## src/rtl/uart_pkg.sv

```systemverilog
// Shared definitions for the UART transmitter with TX FIFO and register file.
// Register map, CTRL/STATUS bit positions, FSM encoding and divisor floor.
package uart_pkg;

    localparam logic [2:0] ADDR_CTRL   = 3'd0;
    localparam logic [2:0] ADDR_TXDATA = 3'd1;
    localparam logic [2:0] ADDR_STATUS = 3'd2;
    localparam logic [2:0] ADDR_DIV_LO = 3'd3;
    localparam logic [2:0] ADDR_DIV_HI = 3'd4;

    localparam int CTRL_TX_EN    = 0;
    localparam int CTRL_STOP2    = 1;
    localparam int CTRL_PAR_EN   = 2;
    localparam int CTRL_PAR_ODD  = 3;
    localparam int CTRL_FLUSH    = 4;

    localparam int STAT_BUSY     = 0;
    localparam int STAT_EMPTY    = 1;
    localparam int STAT_FULL     = 2;
    localparam int STAT_OVF      = 3;

    localparam logic [15:0] MIN_DIV = 16'd4;

    typedef enum logic [2:0] {
        S_IDLE,
        S_START,
        S_DATA,
        S_PARITY,
        S_STOP1,
        S_STOP2
    } state_t;

    function automatic logic [15:0] eff_div(input logic [15:0] d);
        return (d < MIN_DIV) ? MIN_DIV : d;
    endfunction

endpackage

```

## src/rtl/sync_fifo.sv

```systemverilog
// Synchronous FIFO with occupancy count and a flush that wins over push.
// A push into a full FIFO is accepted only when a pop happens alongside it.
module sync_fifo #(
    parameter int WIDTH = 8,
    parameter int DEPTH = 8
) (
    input  logic                     clk,
    input  logic                     rst,
    input  logic                     push,
    input  logic                     pop,
    input  logic                     flush,
    input  logic [WIDTH-1:0]         din,
    output logic [WIDTH-1:0]         dout,
    output logic [$clog2(DEPTH):0]   count,
    output logic                     full,
    output logic                     empty
);

    localparam int AW = $clog2(DEPTH);
    localparam int CW = AW + 1;

    logic [WIDTH-1:0] mem [DEPTH];
    logic [AW-1:0]    wptr;
    logic [AW-1:0]    rptr;
    logic             push_ok;
    logic             pop_ok;

    assign full    = (count == CW'(DEPTH));
    assign empty   = (count == '0);
    assign pop_ok  = pop && !empty;
    assign push_ok = push && (!full || pop_ok);
    assign dout    = mem[rptr];

    // storage array, written on accepted pushes only
    always_ff @(posedge clk) begin
        if (push_ok && !flush) begin
            mem[wptr] <= din;
        end
    end

    // pointers and occupancy
    always_ff @(posedge clk or negedge rst) begin
        if (!rst) begin
            wptr  <= '0;
            rptr  <= '0;
            count <= '0;
        end else if (flush) begin
            wptr  <= '0;
            rptr  <= '0;
            count <= '0;
        end else begin
            if (push_ok) begin
                wptr <= wptr + 1'b1;
            end
            if (pop_ok) begin
                rptr <= rptr + 1'b1;
            end
            if (push_ok && !pop_ok) begin
                count <= count + 1'b1;
            end else if (!push_ok && pop_ok) begin
                count <= count - 1'b1;
            end
        end
    end

endmodule

```

## src/rtl/uart_tx_fifo_regfile.sv

```systemverilog
// UART transmitter fed by a TX FIFO, configured through a small register file.
// Define UART_PARITY_EN to build the optional parity bit and CTRL b2/b3.
module uart_tx_fifo_regfile
    import uart_pkg::*;
#(
    parameter int DATA_W      = 8,
    parameter int FIFO_DEPTH  = 8,
    parameter int DEFAULT_DIV = 5208
) (
    input  logic       clk,
    input  logic       rst,
    input  logic       wr_en,
    input  logic [2:0] wr_addr,
    input  logic [7:0] wr_data,
    input  logic       rd_en,
    input  logic [2:0] rd_addr,
    output logic [7:0] rd_data,
    output logic       tx_out,
    output logic       irq
);

    localparam int CW = $clog2(FIFO_DEPTH) + 1;

    logic              tx_en;
    logic              stop2;
    logic              par_en;
    logic              par_odd;
    logic [15:0]       div;
    logic              ovf;

    logic              flush;
    logic              push;
    logic              pop;
    logic [DATA_W-1:0] fdout;
    logic [CW-1:0]     fcount;
    logic              ffull;
    logic              fempty;
    logic [3:0]        cnt_sat;

    state_t            state;
    state_t            state_nxt;
    logic [15:0]       cnt;
    logic [15:0]       div_l;
    logic [3:0]        bidx;
    logic [DATA_W-1:0] shr;
    logic              stop2_l;
    logic              go;
    logic              bit_end;
    logic              adv;
    logic              busy;
    logic              tx_nxt;
    logic [7:0]        rd_mux;

`ifdef UART_PARITY_EN
    logic              par_l;
    logic              par_bit;
`endif

    assign flush   = wr_en && (wr_addr == ADDR_CTRL) && wr_data[CTRL_FLUSH];
    assign push    = wr_en && (wr_addr == ADDR_TXDATA) && !flush;
    assign go      = tx_en && !fempty;
    assign bit_end = (cnt == 16'd0);
    assign pop     = (state_nxt == S_START) && (state != S_START);
    assign adv     = pop || ((state != S_IDLE) && bit_end);
    assign cnt_sat = (fcount > CW'(15)) ? 4'hF : 4'(fcount);
    assign irq     = ovf || (tx_en && fempty && !busy);

    sync_fifo #(
        .WIDTH (DATA_W),
        .DEPTH (FIFO_DEPTH)
    ) u_fifo (
        .clk   (clk),
        .rst   (rst),
        .push  (push),
        .pop   (pop),
        .flush (flush),
        .din   (wr_data[DATA_W-1:0]),
        .dout  (fdout),
        .count (fcount),
        .full  (ffull),
        .empty (fempty)
    );

    // control and divisor registers
    always_ff @(posedge clk or negedge rst) begin
        if (!rst) begin
            tx_en <= 1'b0;
            stop2 <= 1'b0;
            div   <= 16'(DEFAULT_DIV);
`ifdef UART_PARITY_EN
            par_en  <= 1'b0;
            par_odd <= 1'b0;
`endif
        end else if (wr_en) begin
            if (wr_addr == ADDR_CTRL) begin
                tx_en <= wr_data[CTRL_TX_EN];
                stop2 <= wr_data[CTRL_STOP2];
`ifdef UART_PARITY_EN
                par_en  <= wr_data[CTRL_PAR_EN];
                par_odd <= wr_data[CTRL_PAR_ODD];
`endif
            end
            if (wr_addr == ADDR_DIV_LO) begin
                div[7:0] <= wr_data;
            end
            if (wr_addr == ADDR_DIV_HI) begin
                div[15:8] <= wr_data;
            end
        end
    end

`ifndef UART_PARITY_EN
    assign par_en  = 1'b0;
    assign par_odd = 1'b0;
`endif

    // sticky overflow, cleared by a STATUS read
    always_ff @(posedge clk or negedge rst) begin
        if (!rst) begin
            ovf <= 1'b0;
        end else if (push && ffull && !pop) begin
            ovf <= 1'b1;
        end else if (rd_en && (rd_addr == ADDR_STATUS)) begin
            ovf <= 1'b0;
        end
    end

    // read mux
    always_comb begin
        rd_mux = 8'h00;
        case (rd_addr)
            ADDR_CTRL:   rd_mux = {4'b0, par_odd, par_en, stop2, tx_en};
            ADDR_STATUS: rd_mux = {cnt_sat, ovf, ffull, fempty, busy};
            ADDR_DIV_LO: rd_mux = div[7:0];
            ADDR_DIV_HI: rd_mux = div[15:8];
            default:     rd_mux = 8'h00;
        endcase
    end

    // registered read data, held while rd_en is low
    always_ff @(posedge clk or negedge rst) begin
        if (!rst) begin
            rd_data <= 8'h00;
        end else if (rd_en) begin
            rd_data <= rd_mux;
        end
    end

    // FSM state register
    always_ff @(posedge clk or negedge rst) begin
        if (!rst) begin
            state <= S_IDLE;
        end else begin
            state <= state_nxt;
        end
    end

    // FSM next-state
    always_comb begin
        state_nxt = state;
        unique case (state)
            S_IDLE: begin
                if (go) state_nxt = S_START;
            end
            S_START: begin
                if (bit_end) state_nxt = S_DATA;
            end
            S_DATA: begin
                if (bit_end && (bidx == 4'(DATA_W - 1))) begin
`ifdef UART_PARITY_EN
                    state_nxt = par_l ? S_PARITY : S_STOP1;
`else
                    state_nxt = S_STOP1;
`endif
                end
            end
`ifdef UART_PARITY_EN
            S_PARITY: begin
                if (bit_end) state_nxt = S_STOP1;
            end
`endif
            S_STOP1: begin
                if (bit_end) begin
                    if (stop2_l) state_nxt = S_STOP2;
                    else         state_nxt = go ? S_START : S_IDLE;
                end
            end
            S_STOP2: begin
                if (bit_end) state_nxt = go ? S_START : S_IDLE;
            end
            default: state_nxt = S_IDLE;
        endcase
    end

    // FSM outputs: busy flag and next serial level at bit boundaries
    always_comb begin
        busy   = (state != S_IDLE);
        tx_nxt = tx_out;
        if (adv) begin
            unique case (state_nxt)
                S_START: tx_nxt = 1'b0;
                S_DATA:  tx_nxt = (state == S_START) ? shr[0] : shr[1];
`ifdef UART_PARITY_EN
                S_PARITY: tx_nxt = par_bit;
`endif
                default: tx_nxt = 1'b1;
            endcase
        end
    end

    // baud counter, shifter and per-frame configuration snapshot
    always_ff @(posedge clk or negedge rst) begin
        if (!rst) begin
            cnt     <= 16'd0;
            div_l   <= MIN_DIV;
            bidx    <= 4'd0;
            shr     <= '0;
            stop2_l <= 1'b0;
`ifdef UART_PARITY_EN
            par_l   <= 1'b0;
            par_bit <= 1'b0;
`endif
        end else if (pop) begin
            cnt     <= eff_div(div) - 16'd1;
            div_l   <= eff_div(div);
            bidx    <= 4'd0;
            shr     <= fdout;
            stop2_l <= stop2;
`ifdef UART_PARITY_EN
            par_l   <= par_en;
            par_bit <= (^fdout) ^ par_odd;
`endif
        end else if (state != S_IDLE) begin
            if (bit_end) begin
                cnt <= div_l - 16'd1;
                if (state == S_DATA) begin
                    shr  <= shr >> 1;
                    bidx <= bidx + 4'd1;
                end
            end else begin
                cnt <= cnt - 16'd1;
            end
        end
    end

    // registered serial output, idle high
    always_ff @(posedge clk or negedge rst) begin
        if (!rst) begin
            tx_out <= 1'b1;
        end else begin
            tx_out <= tx_nxt;
        end
    end

endmodule

```

## config.mk

```make
export PLATFORM = sky130hd
export DESIGN_NAME = uart_tx_fifo_regfile
export DESIGN_NICKNAME = d
export VERILOG_FILES = /design/src/rtl/uart_pkg.sv /design/src/rtl/sync_fifo.sv /design/src/rtl/uart_tx_fifo_regfile.sv
export SDC_FILE = /design/constraint.sdc
export NUM_CORES = 1
export LEC_CHECK = 0
export BUFFER_PORTS_ARGS = -buffer_cell sky130_fd_sc_hd__buf_2
export CAP_MARGIN = 20
export CORE_MARGIN = 2
export CORE_UTILIZATION = 50
export CTS_CLUSTER_DIAMETER = 150
export DETAILED_ROUTE_END_ITERATION = 12
export PLACE_DENSITY = 0.72
export SYNTH_ARGS = -nofsm -noshare
export SYNTH_HDL_FRONTEND = slang
export SYNTH_SLANG_ARGS = --single-unit
```

## constraint.sdc

```tcl
create_clock -name clk -period 4.66 [get_ports clk]
set_input_delay 0.233 -clock clk [delete_from_list [all_inputs] [get_ports clk]]
set_output_delay 0.233 -clock clk [all_outputs]
set_load 0.02 [all_outputs]
```

; Word level (Yosys, flattened, before mapping)
; Memory sizes are Yosys's and may differ from the RTL's.
; Index checks and enable logic that the tools add are counted.
; Widths: inputs -> output; s select.
[word_totals]
ff_bits = 86
mem_bits_rw = 64
n_memories = 1
[op_classes]
n_addsub = 8
n_lt_le_gt_ge = 2
n_eq_ne = 15
muxes = 35
n_reduce_logical = 45
[memory_table]
columns = memory, depth, width, read_ports, rd_ports_with_merged_regs, write_ports, line
row1 = u_fifo.mem, 8, 8, 1, 0, 1, sync_fifo.sv:22  ; logic [WIDTH-1:0] mem [DEPTH];
[op_table]
columns = op, count
row1 = $mux 16, 4
row2 = $sub 16x1->16 const B, 3
row3 = $mux 4, 8
row4 = $mux 8, 4
row5 = $pmux 8 s4, 1
row6 = $mux 3, 10
row7 = $logic_and 1x1->1, 18
row8 = $logic_not 16->1, 1
row9 = $lt 16x3->1 const B, 1
row10 = $eq 3x2->1 const B, 5
row11 = $pmux 3 s5, 1
row12 = $eq 3x3->1 const B, 4
row13 = $reduce_bool 2->1, 6
row14 = $eq 3x1->1 const B, 3
row15 = $logic_not 3->1, 3
row16 = $add 4x1->4 const B, 2
row17 = $logic_not 1->1, 7
row18 = $add 3x1->3 const B, 2
row19 = $mux 1, 6
row20 = $reduce_and 2->1, 3
row21 = $reduce_bool 3->1, 2
row22 = $eq 4x3->1 const B, 1
row23 = $eq 4x4->1 const B, 1
row24 = $gt 4x4->1 const B, 1
row25 = other kinds (6), 8

; Logic depth before layout (Yosys ltp)
; Gate-level depths: netlist of the first run.
[logic_depth]
ltp_word = 17
depth_mapped = 17

; Hierarchy
; From an unflattened synthesis of the first run, not the netlist that was laid out.
[unflattened]
hier_cells = 660
area_unflattened_um2 = 7583.5
[modules_own_cells]
columns = module, n_inst, cells_per_inst, area_each_um2, seq_area_each_um2
row1 = uart_tx_fifo_regfile, 1, 481, 4337.9, 1910.6
row2 = sync_fifo, 1, 179, 3245.6, 2172.1

; Worst setup path after synthesis of the first run
; No wires, ideal clock.
[synth_timing]
kind = reg2reg
from = register cnt[1]
to = register cnt[12]
arrival_time_ps = 3468
t_required_ps = 4584
path_slack_ps = 1115
path_stages_with_launch = 17
path_buffers = 2
synth_period_minus_slack_ps = 3545
path_cell_list = dfrtp_1 -> nor4_1 -> nand2_2 -> o41ai_2 -> o31a_1 -> buf_6 -> buf_4 -> nor2_1 -> a21oi_1 -> ha_1 -> nand2b_1 -> nor3_1 -> o311ai_0 -> or2_2 -> a21oi_1 -> o22ai_1 -> o21ai_1
[synth_between]
elab_chain_len = 7
[synth_rtl]
columns = element, line
row1 = "start, declared", uart_tx_fifo_regfile.sv:42  ; logic [15:0] cnt;
row2 = "start signal, assigned", uart_tx_fifo_regfile.sv:224  ; cnt <= eff_div(div) - 16'd1;
row3 = "start signal, assigned", uart_tx_fifo_regfile.sv:235  ; cnt <= div_l - 16'd1;
row4 = "start signal, assigned", uart_tx_fifo_regfile.sv:241  ; cnt <= cnt - 16'd1;
row5 = branches (longest 7 deep; another with $sub 16x1->16), n/a
; Parallel ways; which one is timed is not known. The select of a mux whose other input is x is not followed.
; A chain may end at the register's enable or synchronous reset.

; Worst setup path after layout of the first run
[layout_timing]
from = register cnt[11]
to = register cnt[12]
; The elaborated chain is that of the path after synthesis.

==> flow_summary.yaml, run 1 <==
status:
  status: "complete, no violations"
global_route:
  grt_first_pass_wirelength_mm: 28.2
  grtUsageTotal: 0.226
  grt_pass1_vias: 5375
  antenna_found_initial: 0
  grt_max_degree: 77
  overflow: 0
synth:
  synth_area_leaders: "dfrtp_1 (27%), edfxtp_1 (26%), nand2_1 (5.0%)"
  synth_area_um2: 7430
  synth_top_family_by_area: "simple AND/OR/NAND/NOR gates"
  synth_seq_cells: 150
  synth_flop_cell: "dfrtp_1"
  synth-simple-area-share: 0.166
  syn_area_per_cell_um2: 11.1
  synth_nets: 697
  synth_top_area_share: 0.266
  yosys.area_share.adder: 0.0128
  synth_async_sr_flop_share: 0.573
  synth_edf_count: 64
  synth_compound_area_frac: 0.128
  syn-instance-count: 672
  synth_top_area_cell: "dfrtp_1"
  ys_seq_area_frac: 0.549
  synth_mux_area_frac: 0.0907
  ys.warnings.count: 0
  synthXorXnorAreaFrac: 0.0200
  synth.distinct_cells: 68
die:
  initial_core_util: 0.512
  chipWidth_um: 126
  placeableCoreArea_um2: 14500
  die_area_um2: 15900
  ios: 28
  die_h_um: 126
  rows: 44
min_path:
  hold_start: "wr_data[3]"
  min_to: "u_fifo.mem[1][3]$_DFFE_PP_"
  holdPathStages: 1
  hold_class: "in2reg"
sta:
  tns_ns: 0
  worst_pin_slew_ns: 0.988
  hold_viol: 0
  slew_viol_final: 0
  finalClockSkew_ns: 0.00698
  finalSetupViolCount: 0
  clock.fmax_mhz: 244
  finalCritPeriodShare: 0.881
  rsz0062_at_grt: "false"
  slew_headroom: 0.341
  fin_crit_ns: 4.10
power_and_ir_drop:
  swShare: 0.371
  power-per-cell-area_nw_per_um2: 603
  ir_drop_mv: 0.343
  p_leak_nw: 3.26
  p_total_mw: 5.05
  clock_power_share: 0.279
  switchingPower_mw: 1.87
  p_int_mw: 3.18
  combPwrFrac: 0.309
  power_frac_seq: 0.412
critical_path:
  crit_path_start_kind: "flip-flop"
  crit_path_start: "cnt[11]$_DFFE_PN0P_"
  cp_max_fo: 17
  required_ns: 5.01
  r2r_start: "cnt[11]$_DFFE_PN0P_"
  crit_arrival_ns: 4.45
  ff2ff_path_depth: 14
  r2r_setup_slack_ns: 0.56
  r2r_end: "cnt[12]$_DFFE_PN0P_"
  path_class: "reg2reg"
  cp-end-kind: "flip-flop"
placement:
  io_buffer_count: 27
  hpwl_mm: 11.2
  gp_congestion: 0.897
route:
  ant_nets: 0
  drc: 0
  viasPerCell: 6.08
  detail_route.wl_per_cell_um: 19.3
  vias: 5419
  first_pass_iters: 5
  routed_wl_mm: 17.2
  drt_iter0_drc: 501
clock_network:
  clock-sinks: 150
  cts_tree: "done"
  clk_path_buf_depth: 2
  cts_made_buffers: 17
  h-tree-depth: 4
  post_cts_buffers: 0
  cts_root_buffer: "clkbuf_16"
  clkTransAtPathRegs_ns: 0.06
  insertion_delay_ns: 0.42
final_layout:
  final_util: 0.577
  layout-drive-gt1-share: 0.186
  layout.nets: 720
  area_growth_pct: 12.8
  diodes: 0
  nFillCells: 1195
flow_run:
  drv_cap: 0
[cell usage in the layout (no fill, tap or decap), types with 5 or more instances in the layout]
master     Yosys  final
xnor2_1        6      6
a21o_1         5      5
or3_1          8      8
nand2_1       99     99
mux2_2        19     19
inv_1         16     16
dfrtp_1       79     79
mux2i_1       10     10
dfstp_2        7      7
o211ai_1       7      7
inv_6          0      6
o22ai_1       10     10
xor2_1        11     11
o21ai_1        5      5
nand2b_1       6      6
and3_1         6      6
buf_4          3     14
nor2b_1        8      8
a21oi_1       43     43
buf_2          8     26
a22oi_1        5      5
a211oi_1      10     10
nor4_1        13     13
o21ai_0       13     13
nor2_1        58     57
o31ai_1        5      5
a31oi_1       10     10
mux4_2        16     16
clkbuf_16      0     17
nor3_1        23     22
nand3_1       12     12
edfxtp_1      64     64
ha_1           6      6
[state kept, by name, summed over array words and instances, names as in the netlist, 3 cells and up]
register / cells
cnt: 16
rd_data: 8
state: 3
shr: 8
u_fifo.mem: 64
u_fifo.rptr: 3
u_fifo.count: 4
div_l: 16
u_fifo.wptr: 3
bidx: 4
div: 16
[power by group through the flow]
stage | clock (mW) | combinational [mW] | sequential (mW)
3_3_place_gp | 0 | 1.43 | 2.11
5_1_grt | 1.49 | 1.75 | 2.13
3_5_place_dp | 0 | 1.48 | 2.13
2_1_floorplan | 0 | 1.30 | 1.92
4_1_cts | 1.43 | 1.50 | 2.11
6_report | 1.41 | 1.56 | 2.08
[stage by stage]
stage,instance area (um^2),instances,worst slack [ns],hold WS [ns]
after floorplan,7430,672,1.12,-0.0626
after global placement,7720,857,0.746,0.0805
after detailed placement,7720,857,0.626,0.0769
after CTS,8350,890,0.585,0.120
after global routing,8380,892,0.135,0.138
final,8380,892,0.557,0.140
[area by class of cell]
| type | count | area (um^2) | share of cell area |
|---|---|---|---|
| clock buffer | 17 | 425 | 0.0507 |
| sequential | 150 | 4080 | 0.487 |
| tap | 184 | 230 | 0.0275 |
| inverter | 16 | 60.1 | 0.00716 |
| multi-input combinational | 467 | 3120 | 0.372 |
| clock inverter | 15 | 188 | 0.0224 |
| timing repair buffer | 43 | 280 | 0.0334 |
[Yosys cell counts (all sizes together), types with 15 or more instances]
library cell and number:
a21oi 44, buf 16, clkbuf 23, dfrtp 79, edfxtp 64, inv 16, mux2 19, mux4 16
nand2 100, nor2 58, nor3 23, nor4 15, o21ai 19
[worst max path at each step]
stage	endpoint	depth (start not counted)
6_report	cnt[12]$_DFFE_PN0P_	14
4_1_cts	cnt[12]$_DFFE_PN0P_	14
3_5_place_dp	cnt[12]$_DFFE_PN0P_	14
3_3_place_gp	cnt[12]$_DFFE_PN0P_	14
5_1_grt	cnt[12]$_DFFE_PN0P_	14
2_1_floorplan	cnt[12]$_DFFE_PN0P_	16
[worst max-delay path: stages, from the launching register on]
cell	delay, ns
dfrtp_1	0.42
nor4_2	0.38
nand3_2	0.27
o41ai_2	0.49
o31a_2	0.44
nor2_1	0.10
a21oi_1	0.15
ha_1	0.29
nand2b_1	0.15
nor3_1	0.24
o311ai_0	0.35
or2_2	0.41
a21oi_1	0.13
o22ai_1	0.10
o21ai_1	0.12
[logic make-up (layout without fill, tap and decap cells)]
logic type	after synthesis	after routing
flip-flops	150	150
AND/OR/NAND/NOR	257	257
buffers and inverters	55	91
XOR/XNOR	17	17
multiplexers	45	45
AO/OA/AOI/OAI	141	141
adder cells (fa/ha/maj)	7	7
[layer usage]
layer  global-route usage  wire length, um  part of all wire
met1                0.315             7530              0.44
met2                0.359             8500              0.49
met3               0.0404              947             0.055
met4               0.0860              213             0.012
met5                    0                0                 0
[repair_timing]
action / 4_1_cts / 5_1_grt
hold buffers: 1 / 0
gates resized for setup: 0 / 0
hold endpoints to repair: 10 / 0
No activity file was read; power rests on OpenSTA's default activity.
==> run 2: changes to the inputs <==
--- a/config.mk
+++ b/config.mk
@@ -5,13 +5,15 @@
 export SDC_FILE = /design/constraint.sdc
 export NUM_CORES = 1
 export LEC_CHECK = 0
+export ABC_AREA = 1
 export BUFFER_PORTS_ARGS = -buffer_cell sky130_fd_sc_hd__buf_2
 export CAP_MARGIN = 20
-export CORE_MARGIN = 2
+export CORE_MARGIN = 8
 export CORE_UTILIZATION = 50
 export CTS_CLUSTER_DIAMETER = 150
 export DETAILED_ROUTE_END_ITERATION = 12
 export PLACE_DENSITY = 0.72
+export REMOVE_ABC_BUFFERS = 1
 export SYNTH_ARGS = -nofsm -noshare
 export SYNTH_HDL_FRONTEND = slang
 export SYNTH_SLANG_ARGS = --single-unit
==> flow_summary.yaml, run 2 <==
route:
  first_pass_iters: 5
  routed_wl_mm: 16.9
  ant_nets: 0
  vias: 5563
  detail_route.wl_per_cell_um: 16.3
  viasPerCell: 5.38
  drt_iter0_drc: 523
  drc: 0
die:
  ios: 28
  die_h_um: 136
  placeableCoreArea_um2: 14300
  rows: 44
  chipWidth_um: 136
  initial_core_util: 0.503
  die_area_um2: 18500
global_route:
  grt_max_degree: 50
  overflow: 0
  grtUsageTotal: 0.190
  antenna_found_initial: 0
  grt_pass1_vias: 5319
  grt_first_pass_wirelength_mm: 27.2
power_and_ir_drop:
  power-per-cell-area_nw_per_um2: 609
  p_int_mw: 3.03
  clock_power_share: 0.292
  power_frac_seq: 0.379
  ir_drop_mv: 0.324
  switchingPower_mw: 1.94
  p_leak_nw: 3.70
  swShare: 0.390
  combPwrFrac: 0.329
  p_total_mw: 4.97
critical_path:
  ff2ff_path_depth: 17
  crit_arrival_ns: 3.60
  r2r_setup_slack_ns: 1.36
  crit_path_start_kind: "flip-flop"
  cp-end-kind: "flip-flop"
  r2r_end: "u_fifo.count[3]$_DFFE_PN0P_"
  required_ns: 4.97
  path_class: "reg2reg"
  cp_max_fo: 18
  r2r_start: "cnt[7]$_DFFE_PN0P_"
final_layout:
  diodes: 0
  largest_reg_flops: 64
  layout_commonest_cell: "nand2_1"
  nFillCells: 1244
  layoutNonFillerInstCount: 1034
  layout-drive-gt1-share: 0.128
  regMostFlops: "u_fifo.mem"
  multi_input_area_um2: 2680
  final_util: 0.570
  layout.nets: 862
  most-common-layout-cells: "nand2_1 (217), inv_1 (82), dfrtp_1 (79)"
  final-seq-area_um2: 4080
  area_growth_pct: 13.3
clock_network:
  insertion_delay_ns: 0.43
  clkTransAtPathRegs_ns: 0.07
  cts_made_buffers: 17
  cts_tree: "done"
  clk_path_buf_depth: 2
  clock-sinks: 150
  h-tree-depth: 4
  cts_root_buffer: "clkbuf_16"
  post_cts_buffers: 0
synth:
  synth_seq_cells: 150
  synth_edf_count: 64
  ys_seq_area_frac: 0.567
  synth_flop_cell: "dfrtp_1"
  synth_top_area_share: 0.274
  synth_area_leaders: "dfrtp_1 (27%), edfxtp_1 (27%), nand2_1 (11%)"
  synth.distinct_cells: 43
  synth_area_um2: 7210
  synth_top_area_cell: "dfrtp_1"
  syn_area_per_cell_um2: 8.94
  post-synth-top-count-cell: "nand2_1"
  syn-instance-count: 806
  synth_common_cells: "nand2_1 (217), inv_1 (82), dfrtp_1 (79), o21ai_0 (74)"
  ys.warnings.count: 0
  synth_async_sr_flop_share: 0.573
placement:
  io_buffer_count: 27
  hpwl_mm: 11.4
  dp_cells: 1001
  gp_congestion: 0.867
min_path:
  hold_start: "rd_en"
  hold_class: "in2reg"
  holdPathStages: 3
  min_to: "rd_data[6]$_DFFE_PN0P_"
sta:
  clock.fmax_mhz: 303
  tns_ns: 0
  slew_viol_final: 0
  fin_crit_ns: 3.30
  rsz0062_at_grt: "false"
  finalClockSkew_ns: 0.0144
  worst_pin_slew_ns: 1.01
  holdWs_ns: 0.0508
  hold_viol: 0
  finalCritPeriodShare: 0.707
  finalSetupViolCount: 0
  slew_headroom: 0.325
flow_run:
  drv_cap: 0
status:
  status: "complete, no violations"
run 2: changes by cell type after synthesis, moves of 15 or more:
cell	change
inv_1	+66
nor3_1	-15
nand2_1	+118
mux2_2	-19
o21ai_0	+61
mux4_2	-16
a21oi_1	-20
nand3_1	+53
run 2: timing repair:
item                      in CTS  in global routing
hold buffers                   1                  0
hold endpoints to repair      36                  0
gates resized for setup        0                  0
run 2: through the flow:
step	setup slack, ns	area [um^2]
after floorplan	1.61	7090
after global placement	1.46	7520
after detailed placement	1.36	7520
after CTS	1.36	8160
after global routing	1.00	8160
final	1.36	8160
run 2: worst max path at each step:
stage	cells after the start	slack [ns]	startpoint	endpoint
after floorplan	17	1.61	cnt[7]$_DFFE_PN0P_	u_fifo.count[3]$_DFFE_PN0P_
after CTS	17	1.36	cnt[9]$_DFFE_PN0P_	u_fifo.count[3]$_DFFE_PN0P_
after detailed placement	17	1.36	cnt[9]$_DFFE_PN0P_	u_fifo.count[3]$_DFFE_PN0P_
after global placement	17	1.46	cnt[9]$_DFFE_PN0P_	u_fifo.count[3]$_DFFE_PN0P_
after global routing	17	1.00	cnt[7]$_DFFE_PN0P_	u_fifo.count[3]$_DFFE_PN0P_
final	17	1.36	cnt[7]$_DFFE_PN0P_	u_fifo.count[3]$_DFFE_PN0P_
run 2: layout make-up:
type                    count  share of cell area
repair buffers             37              0.0264
flip-flops and latches    150               0.500
clock buffers              17              0.0521
multi-input cells         545               0.329
inverters                  86              0.0396
clock inverters            15              0.0250
well taps                 184              0.0282
run 2: worst max-delay path: stages (launching register included):
cell     delay (ns)
dfrtp_1        0.39
nor2_1         0.10
nand2_1        0.07
nor2_2         0.24
nand2_2        0.20
nand2_1        0.11
nand3_2        0.08
nand2_4        0.19
nand3_4        0.30
a21oi_4        0.28
nand2_1        0.17
ha_1           0.36
a21oi_1        0.15
nand2_1        0.08
xor2_1         0.15
xor2_1         0.16
nand3_1        0.07
o21ai_0        0.08
run 2: power by group through the flow:
stage,clock [mW],sequential [mW],combinational (mW)
detailed placement,0,1.90,1.62
CTS,1.47,1.88,1.64
finish,1.45,1.88,1.64
floorplan,0,1.87,1.17
global route,1.51,1.91,1.87
global placement,0,1.89,1.60
run 2: cell families after synthesis:
| family | synth area share |
|---|---|
| XOR/XNOR | 0.00608 |
| adder cells (fa/ha/maj) | 0.0132 |
| AND/OR/NAND/NOR | 0.237 |
| buffers and inverters | 0.0613 |
| flip-flops | 0.567 |
| AO/OA/AOI/OAI | 0.116 |
run 2: routing by layer:
metal,vias up,GRT usage,part of all wire
met5,-,0,0
met4,0,0.0757,0.020
met3,29,0.0455,0.052
met2,139,0.299,0.48
met1,2643,0.249,0.45
li1,2752,-,-
==> run 3: changes to the inputs <==
--- a/config.mk
+++ b/config.mk
@@ -12,7 +12,7 @@
 export CORE_UTILIZATION = 50
 export CTS_CLUSTER_DIAMETER = 150
 export DETAILED_ROUTE_END_ITERATION = 12
-export PLACE_DENSITY = 0.72
+export PLACE_DENSITY = 0.74
 export REMOVE_ABC_BUFFERS = 1
 export SYNTH_ARGS = -nofsm -noshare
 export SYNTH_HDL_FRONTEND = slang
==> constraint.sdc (replaced) <==
create_clock -name clk -period 2.78 [get_ports clk]
set_input_delay 0.139 -clock clk [delete_from_list [all_inputs] [get_ports clk]]
set_output_delay 0.139 -clock clk [all_outputs]
set_load 0.02 [all_outputs]
==> flow_summary.yaml, run 3 (synthesis gave the netlist of run 2 again) <==
route:
  routed_wl_mm: 17.2
  detail_route.wl_per_cell_um: 15.9
  viasPerCell: 5.41
  drc: 0
  drt_iter0_drc: 598
  vias: 5843
  ant_nets: 0
  first_pass_iters: 5
critical_path:
  crit_arrival_ns: 2.99
  required_ns: 3.09
  cp-end-kind: "flip-flop"
  cp_max_fo: 7
  crit_path_start_kind: "flip-flop"
  path_class: "reg2reg"
sta:
  finalClockSkew_ns: 0.00781
  rsz0062_at_grt: "true"
  finalCritPeriodShare: 0.961
  slew_headroom: 0.405
  tns_ns: 0
  slew_viol_final: 0
  fin_crit_ns: 2.67
  worst_pin_slew_ns: 0.892
  hold_viol: 0
  holdWs_ns: 0.0110
  clock.fmax_mhz: 374
  finalSetupViolCount: 0
power_and_ir_drop:
  p_total_mw: 8.59
  power-per-cell-area_nw_per_um2: 993
  p_leak_nw: 3.94
  ir_drop_mv: 0.569
placement:
  hpwl_mm: 11.6
  io_buffer_count: 27
  place_area_um2: 7760
  gp_congestion: 0.897
flow_run:
  drv_cap: 0
final_layout:
  stdcell_area_um2: 8650
  diodes: 0
  layout-drive-gt1-share: 0.198
  final_util: 0.604
  area_growth_pct: 20.0
  largest_reg_flops: 64
  layout.nets: 908
  most-common-layout-cells: "nand2_1 (206), inv_1 (81), dfrtp_1 (79)"
  layout_commonest_cell: "nand2_1"
  regMostFlops: "u_fifo.mem"
die:
  die_h_um: 136
  placeableCoreArea_um2: 14300
  initial_core_util: 0.503
  chipWidth_um: 136
  die_area_um2: 18500
  rows: 44
  ios: 28
clock_network:
  clock-sinks: 150
  clk_path_buf_depth: 2
  insertion_delay_ns: 0.43
  cts_made_buffers: 17
  cts_tree: "done"
  cts_root_buffer: "clkbuf_16"
  h-tree-depth: 4
  clkTransAtPathRegs_ns: 0.07
global_route:
  antenna_found_initial: 0
  grt_max_degree: 48
  grtUsageTotal: 0.190
  grt_first_pass_wirelength_mm: 27.1
  grt_pass1_vias: 5170
  overflow: 0
min_path:
  hold_class: "in2reg"
status:
  status: "complete, no violations"
==> run 3: critical path, cell delays in order, from the launching register on <==
cell	delay (ns)
dfrtp_1	0.41
inv_1	0.07
nand3_1	0.22
nand2_1	0.14
nand3_1	0.12
nand3_2	0.10
nand2_4	0.08
nand3_4	0.16
buf_12	0.18
nand2_1	0.06
nand2_2	0.07
inv_1	0.10
ha_4	0.14
inv_1	0.06
nor2_4	0.14
nand2_2	0.09
nor2_2	0.13
nand2_1	0.06
nand2_1	0.06
nand2_1	0.04
nand2_1	0.05
nand2_1	0.05
==> run 3: cell type report <==
class,instances,area [um^2]
Multi-Input combinational cell,545,2820
Sequential cell,150,4080
Timing Repair Buffer,83,629
Clock buffer,18,429
Tap cell,184,230
Clock inverter,14,133
Inverter,86,323
Fill cell,1201,5670
==> run 3: repair_timing <==
action	CTS	global route
endpoints found under the hold margin	89	0
cloned	0	1
setup buffers	0	10
pin swaps	0	23
gates resized for setup	1	40
endpoints found under the setup margin	1	14
hold buffers	7	0
==> run 3: path summary, 6_finish.rpt <==
kind | from | to | slack (ns) | cells after the start
setup / recovery | u_fifo.count[2]$_DFFE_PN0P_ | cnt[14]$_DFFE_PN0P_ | 0.11 | 21
hold / removal | wr_data[3] | u_fifo.mem[1][3]$_DFFE_PP_ | 0.01 | 1
setup reg to reg | u_fifo.count[2]$_DFFE_PN0P_ | cnt[14]$_DFFE_PN0P_ | 0.11 | 21
hold reg to reg | div_l[4]$_DFFE_PN0N_ | div_l[4]$_DFFE_PN0N_ | 0.48 | 2
max in group asynchronous | rst | div_l[2]$_DFFE_PN1N_ | 1.80 | 3
min in group asynchronous | rst | shr[7]$_DFFE_PN0P_ | 0.28 | 2
==> run 3: per-stage QoR <==
stage / worst slack, ns / std cells
5_1_grt: -0.0567 / 1080
6_report: 0.107 / 1080
4_1_cts: 0.0154 / 1069
3_3_place_gp: 0.109 / 1030
2_1_floorplan: -0.266 / 781
3_5_place_dp: 0.0185 / 1030
==> run 3: per-layer routing <==
metal / vias to the layer above / part of all wire / global-route usage
met5: - / 0 / 0
met4: 0 / 0.024 / 0.0793
met3: 33 / 0.058 / 0.0373
met2: 200 / 0.48 / 0.296
met1: 2755 / 0.44 / 0.254
li1: 2855 / - / -
==> run 3: where the power goes <==
part / leakage (nW) / internal (mW) / switching [mW]
Clock: 0.272 / 1.19 / 1.00
Sequential: 1.65 / 2.80 / 0.311
Combinational: 2.01 / 1.23 / 2.07
Total: 3.94 / 5.21 / 3.38
